<file path="config.mk">
export PLATFORM = sky130hd
export DESIGN_NAME = disp_scan_ctrl
export DESIGN_NICKNAME = d
export VERILOG_FILES = /design/src/rtl/disp_scan_ctrl_pkg.sv /design/src/rtl/disp_prescaler.sv /design/src/rtl/disp_scan_ctrl.sv
export SDC_FILE = /design/constraint.sdc
export NUM_CORES = 1
export LEC_CHECK = 0
export ABC_AREA = 1
export CORE_ASPECT_RATIO = 1.1
export CORE_UTILIZATION = 25
export DETAILED_ROUTE_END_ITERATION = 16
export PLACE_DENSITY_LB_ADDON = 0.05
export REMOVE_ABC_BUFFERS = 1
export SETUP_SLACK_MARGIN = 0.3
export SYNTH_ARGS = -nofsm -noshare
export SYNTH_HDL_FRONTEND = slang
export SYNTH_SLANG_ARGS = --single-unit
</file>
<file path="constraint.sdc">
create_clock -name CLK -period 3.37 [get_ports CLK]
set_input_delay 0.674 -clock CLK [delete_from_list [all_inputs] [get_ports CLK]]
set_output_delay 0.674 -clock CLK [all_outputs]
set_load 0.01 [all_outputs]
</file>
<file path="src/rtl/disp_scan_ctrl_pkg.sv">
// Shared display definitions for the 4-digit 7-segment path.
// Holds the digit-select one-hot codes, the bit positions inside the
// display-state word, and the default last animation frame index that the
// downstream decoder's letter tables are sized against.
package disp_scan_ctrl_pkg;

  // One-hot, active-high digit selects; bit n drives digit n.
  localparam logic [3:0] SEL_NONE = 4'b0000;
  localparam logic [3:0] SEL_D0   = 4'b0001;
  localparam logic [3:0] SEL_D1   = 4'b0010;
  localparam logic [3:0] SEL_D2   = 4'b0100;
  localparam logic [3:0] SEL_D3   = 4'b1000;

  // Bit positions inside DIS_CURRENT_STATE.
  localparam int DIS_LO = 0;  // message on digits 1:0
  localparam int DIS_HI = 1;  // message on digits 3:2

  // Animation runs frames 0..FRAME_LAST_DFLT; the decoder has one glyph set per frame.
  localparam int FRAME_LAST_DFLT = 6;

  // Digit pointer to its one-hot select.
  function automatic logic [3:0] sel_onehot(input logic [1:0] ptr);
    case (ptr)
      2'd0:    return SEL_D0;
      2'd1:    return SEL_D1;
      2'd2:    return SEL_D2;
      default: return SEL_D3;
    endcase
  endfunction

endpackage

</file>
<file path="src/rtl/disp_prescaler.sv">
// Modulo-N counter with a single-cycle wrap indication.
//   clk     system clock
//   rst_n   asynchronous active-low reset
//   en_i    count enable
//   clr_i   synchronous clear to 0, wins over en_i
//   cnt_o   current count, 0..N-1
//   wrap_o  high in the cycle where an enabled count steps N-1 -> 0
module disp_prescaler #(
  parameter  int N = 4,
  localparam int W = (N > 1) ? $clog2(N) : 1
) (
  input  logic         clk,
  input  logic         rst_n,
  input  logic         en_i,
  input  logic         clr_i,
  output logic [W-1:0] cnt_o,
  output logic         wrap_o
);

  localparam logic [W-1:0] LAST = W'(N - 1);

  logic [W-1:0] cnt_q, cnt_d;
  logic         at_last;

  assign at_last = (cnt_q == LAST);
  assign wrap_o  = en_i & ~clr_i & at_last;
  assign cnt_o   = cnt_q;

  // NOTE: combinational blocks assign every output a default first so no
  // path through the block leaves a signal unassigned and infers a latch.
  always_comb begin
    cnt_d = cnt_q;
    if (clr_i) begin
      cnt_d = '0;
    end else if (en_i) begin
      cnt_d = at_last ? '0 : cnt_q + 1'b1;
    end
  end

  // NOTE: state registers use non-blocking assignments so every flop
  // samples its pre-edge inputs regardless of process evaluation order.
  always_ff @(posedge clk or negedge rst_n) begin
    if (!rst_n) begin
      cnt_q <= '0;
    end else begin
      cnt_q <= cnt_d;
    end
  end

endmodule

</file>
<file path="src/rtl/disp_scan_ctrl.sv">
// Time-multiplexed scan controller for a 4-digit 7-segment display.
// Rotates a one-hot digit select across the four BCD time digits, blanking
// the first BLANK_CYCLES of each slot, and in message mode substitutes an
// animation frame index for the digits of the active pair.
//   CLK                system clock
//   RESET              asynchronous active-low reset
//   DIGIT0..DIGIT3     BCD digits, DIGIT0 rightmost (minutes ones)
//   TOP_CURRENT_STATE  alarm/message state active
//   DIS_CURRENT_STATE  bit0 = message on digits 1:0, bit1 = on digits 3:2
//   COUNT              value to the 7-segment decoder (registered)
//   SA                 one-hot digit select, active-high (registered)
//   FRAME_TICK         one-cycle pulse as the frame index advances
module disp_scan_ctrl
  import disp_scan_ctrl_pkg::*;
#(
  parameter int SCAN_DIV     = 1000,
  parameter int BLANK_CYCLES = 2,
  parameter int FRAME_DIV    = 50,
  parameter int FRAME_LAST   = FRAME_LAST_DFLT
) (
  input  logic       CLK,
  input  logic       RESET,
  input  logic [3:0] DIGIT0,
  input  logic [3:0] DIGIT1,
  input  logic [3:0] DIGIT2,
  input  logic [3:0] DIGIT3,
  input  logic       TOP_CURRENT_STATE,
  input  logic [1:0] DIS_CURRENT_STATE,
  output logic [3:0] COUNT,
  output logic [3:0] SA,
  output logic       FRAME_TICK
);

  localparam int SW = (SCAN_DIV > 1) ? $clog2(SCAN_DIV) : 1;
  localparam int FW = (FRAME_DIV > 1) ? $clog2(FRAME_DIV) : 1;
  localparam logic [SW-1:0] BLANK_END = SW'(BLANK_CYCLES);
  localparam logic [3:0]    FRAME_MAX = 4'(FRAME_LAST);

  logic [SW-1:0] scan_cnt;
  logic          scan_wrap;
  logic          digit_wrap;
  logic [1:0]    dig_q, dig_d;
  logic [3:0]    frm_q, frm_d;
  logic [3:0]    sa_q, sa_d;
  logic [3:0]    count_q, count_d;
  logic          tick_q, tick_d;
  logic          msg_lo, msg_hi, msg_act;
  logic          frame_wrap;
  logic          pane_msg;
  logic [3:0]    digit_val;
  // Position inside the current animation step; only its wrap is consumed.
  logic [FW-1:0] unused_frame_cnt;

  // Low pair wins when both message bits are set.
  assign msg_lo  = TOP_CURRENT_STATE & DIS_CURRENT_STATE[DIS_LO];
  assign msg_hi  = TOP_CURRENT_STATE & DIS_CURRENT_STATE[DIS_HI] & ~msg_lo;
  assign msg_act = msg_lo | msg_hi;

  assign digit_wrap = scan_wrap & (dig_q == 2'd3);

  disp_prescaler #(.N(SCAN_DIV)) u_scan_div (
    .clk    (CLK),
    .rst_n  (RESET),
    .en_i   (1'b1),
    .clr_i  (1'b0),
    .cnt_o  (scan_cnt),
    .wrap_o (scan_wrap)
  );

  // Held at zero outside message mode so every animation starts at frame 0.
  disp_prescaler #(.N(FRAME_DIV)) u_frame_div (
    .clk    (CLK),
    .rst_n  (RESET),
    .en_i   (digit_wrap & msg_act),
    .clr_i  (~msg_act),
    .cnt_o  (unused_frame_cnt),
    .wrap_o (frame_wrap)
  );

  always_comb begin
    digit_val = DIGIT0;
    case (dig_q)
      2'd1:    digit_val = DIGIT1;
      2'd2:    digit_val = DIGIT2;
      2'd3:    digit_val = DIGIT3;
      default: digit_val = DIGIT0;
    endcase

    // dig_q[1] separates the low pair (0,1) from the high pair (2,3).
    pane_msg = (msg_lo & ~dig_q[1]) | (msg_hi & dig_q[1]);

    // Invalid BCD passes straight through so the decoder shows its error glyph.
    count_d = pane_msg ? frm_q : digit_val;
    sa_d    = (scan_cnt < BLANK_END) ? SEL_NONE : sel_onehot(dig_q);
    dig_d   = scan_wrap ? dig_q + 2'd1 : dig_q;
    tick_d  = frame_wrap;

    frm_d = frm_q;
    if (!msg_act) begin
      frm_d = '0;
    end else if (frame_wrap) begin
      frm_d = (frm_q == FRAME_MAX) ? '0 : frm_q + 4'd1;
    end
  end

  always_ff @(posedge CLK or negedge RESET) begin
    if (!RESET) begin
      dig_q   <= '0;
      frm_q   <= '0;
      sa_q    <= SEL_NONE;
      count_q <= '0;
      tick_q  <= 1'b0;
    end else begin
      dig_q   <= dig_d;
      frm_q   <= frm_d;
      sa_q    <= sa_d;
      count_q <= count_d;
      tick_q  <= tick_d;
    end
  end

  assign SA         = sa_q;
  assign COUNT      = count_q;
  assign FRAME_TICK = tick_q;

endmodule

</file>
==> impl_metrics.csv <==
group,metric,value,unit
routing,drtAntennaViolNets,0,
sta,timing_hold_violations_final,0,
clocking,cts-buffers-inserted,5,
floorplanning,full_die_area,0.00730,mm2
routing,viasPerCell,4.38,
routing,vias,1451,
sta,final_slew_violations,0,
clocking,clkLatencyLatePin,0.29,ns
clocking,h-tree-depth,2,
floorplanning,floorplan.initialDensity,26.1,%
global_route,grt_pass1_wl,6530,um
place,io_buffer_count,29,
sta,rsz_0062_raised_after_global_routing,"false",
place,place_area,0.00212,mm2
min_path,worstHoldPathType,"reg2reg",
floorplanning,boundaryPins,30,
clocking,cts_tree,"done",
worst_setup_path,endpoint_kind,"register",
floorplanning,die_w,81.6,um
logic_synthesis,synthesis.area,0.00174,mm2
layout,diodes,0,
global_route,antenna_found_initial,0,
layout,areaGrowthSynthToFinish,28.7,%
layout,stdcell_count,331,
clocking,clk_pin_slew,0.07,ns
worst_setup_path,timing.setup.critical_path_class,"reg2reg",
power,power_per_cell_area,362,mW/mm2
logic_synthesis,edff_count_synth,0,
worst_setup_path,worstPathArrival,2.13,ns
sta,final.setup.tns,0,ns
place,globalplace.congestion,0.764,
global_route,grt_pass1_vias,1361,
outcome,run_status,"finished clean",
worst_setup_path,critical_path.startpoint_type,"register",
sta,finalClockSkew,0.00789,ns
layout,post_route_cells_drive_above_1_share,7.23,%
worst_setup_path,path_max_fanout,11,
clocking,post_cts_resized,0,
clocking,clock-root-buffer,"clkbuf_8",
sta,timing.fmax,513,MHz
logic_synthesis,syn_area_per_cell,8.18,um2
clocking,numClockSinks,31,
sta,transition_time_of_the_tightest_slew_check_pin,0.555,ns
layout,final_design_area_no_fill,0.00224,mm2
logic_synthesis,synth_seq_area_share,44.5,%
floorplanning,floorplan.die.height,89.5,um
power,leakagePower,1.05,nW
global_route,gr-total-overflow,0,
logic_synthesis,postSynthRegisterBits,31,
sta,timing.final.setup_violations,0,
layout,layout.nets,281,
run,max_cap_viol_count,0,
layout,mostFrequentLayoutCell,"nand2_1",
routing,wl,3930,um
worst_setup_path,crit_required,3.55,ns
sta,setup_ws,1.42,ns
power,ir_drop,201,uV
floorplanning,placement_rows,31,
logic_synthesis,ys_warn_count,0,
logic_synthesis,synth_async_sr_flop_share,100,%
clocking,post-cts-setup-buffer-count,0,
logic_synthesis,commonest_register_cell_after_synthesis,"dfrtp_1",
routing,detail_route.iter0.violations,45,
global_route,grt_start_max_net_pins,32,
sta,layout_worst_path_cycle_share,57.9,%
routing,drt_pass1_iterations,4,
logic_synthesis,netlist_instances,213,
place,place.detailed.hpwl,2900,um
routing,route.detailed.drc,0,
floorplanning,core_area,0.00667,mm2
global_route,grt.total_usage,12.2,%
logic_synthesis,synth_cell_types,22,
clocking,clk_path_buf_depth,2,
power,power_total,0.812,mW
sta,max-slew-margin-rel,62.9,%
place,dp_slack,1.21,ns
place,dp.cells,323,
sta,timing.final.crit_period,1.95,ns
clocking,cts_hold_repair.buffers,0,
routing,wl_per_cell,11.9,um
layout,most-common-layout-cells,"nand2_1 (47), dfrtp_1 (31), clkdlybuf4s50_1 (29)",
==> logic make-up after synthesis <==
family | after synthesis | share of synthesized area (%)
xor+xnor | 5 | 2.51
fa+ha+maj | 12 | 8.62
compound gates | 21 | 6.61
simple gates | 115 | 30.8
buf+inv | 29 | 6.90
flops | 31 | 44.5
==> area by class of cell <==
type,instances,area [um2]
tap,82,103
inverter,27,101
clock inverter,2,35.0
sequential,31,776
multi-input combinational,153,846
clock buffer,6,82.6
fill,720,4430
timing repair buffer,30,298
==> stage by stage <==
| stage | hold WS (ns) | utilization (%) |
|---|---|---|
| 2_1_floorplan | 0.378 | - |
| 3_3_place_gp | 0.453 | 31.8 |
| 3_5_place_dp | 0.451 | 31.8 |
| 4_1_cts | 0.461 | 33.6 |
| 5_1_grt | 0.498 | 33.6 |
| 6_report | 0.460 | 33.6 |
==> Yosys cell counts, types with 2 or more instances <==
cell type  count  area [um2]
xnor2_1        2        17.5
a21oi_1        8        40.0
nand2_2        3        18.8
o21ai_0        9        45.0
o211ai_1       4        30.0
nor2_2         3        18.8
nand2_1       47         176
xor2_1         3        26.3
nor4_1         3        18.8
nor3_1         4        20.0
inv_1         27         101
nor2_1        25        93.8
ha_1          12         150
nor3b_1        2        15.0
nand4_1        5        31.3
nand3_1       20         100
dfrtp_1       31         776
==> critical path, cell delays in order, from the launching register on <==
cell and delay (ns):
dfrtp_1 0.39, ha_1 0.24, nand2_4 0.09, nor2_2 0.12, nand2_1 0.07, nor2_2 0.44
nand2_2 0.15, nand2_2 0.12, inv_1 0.11, nand2_1 0.07, nand2_1 0.05
==> power by group <==
part	internal [mW]	switching, mW
registers	0.375	0.000678
logic	0.0292	0.0236
clock network	0.239	0.144
==> flip-flops by register name (all words and copies together) (netlist names) <==
| register | flops |
|---|---|
| COUNT | 4 |
| dig_q | 2 |
| SA | 4 |
| FRAME_TICK | 1 |
| u_frame_div.cnt_o | 6 |
| u_scan_div.cnt_o | 10 |
| frm_q | 4 |
==> worst paths after layout <==
check	to	slack [ns]	cells past startpoint	start
worst max-delay path	u_frame_div.cnt_o[5]	1.42	10	u_scan_div.cnt_o[1]
worst min-delay path	u_scan_div.cnt_o[0]	0.46	1	u_scan_div.cnt_o[0]
worst max register to register	u_frame_div.cnt_o[5]	1.42	10	u_scan_div.cnt_o[1]
worst min register to register	u_scan_div.cnt_o[0]	0.46	1	u_scan_div.cnt_o[0]
max in group asynchronous	frm_q[0]	2.28	2	RESET
min in group asynchronous	u_scan_div.cnt_o[5]	0.79	2	RESET
==> metal layers <==
layer	track usage, %	vias to the layer above	share of wire, %
met3	3.37	5	2.0
met1	16.7	671	51
met5	0	-	0
met2	18.3	16	46
met4	3.83	0	0.94
li1	-	759	-
(Power assumes the default switching activity.)
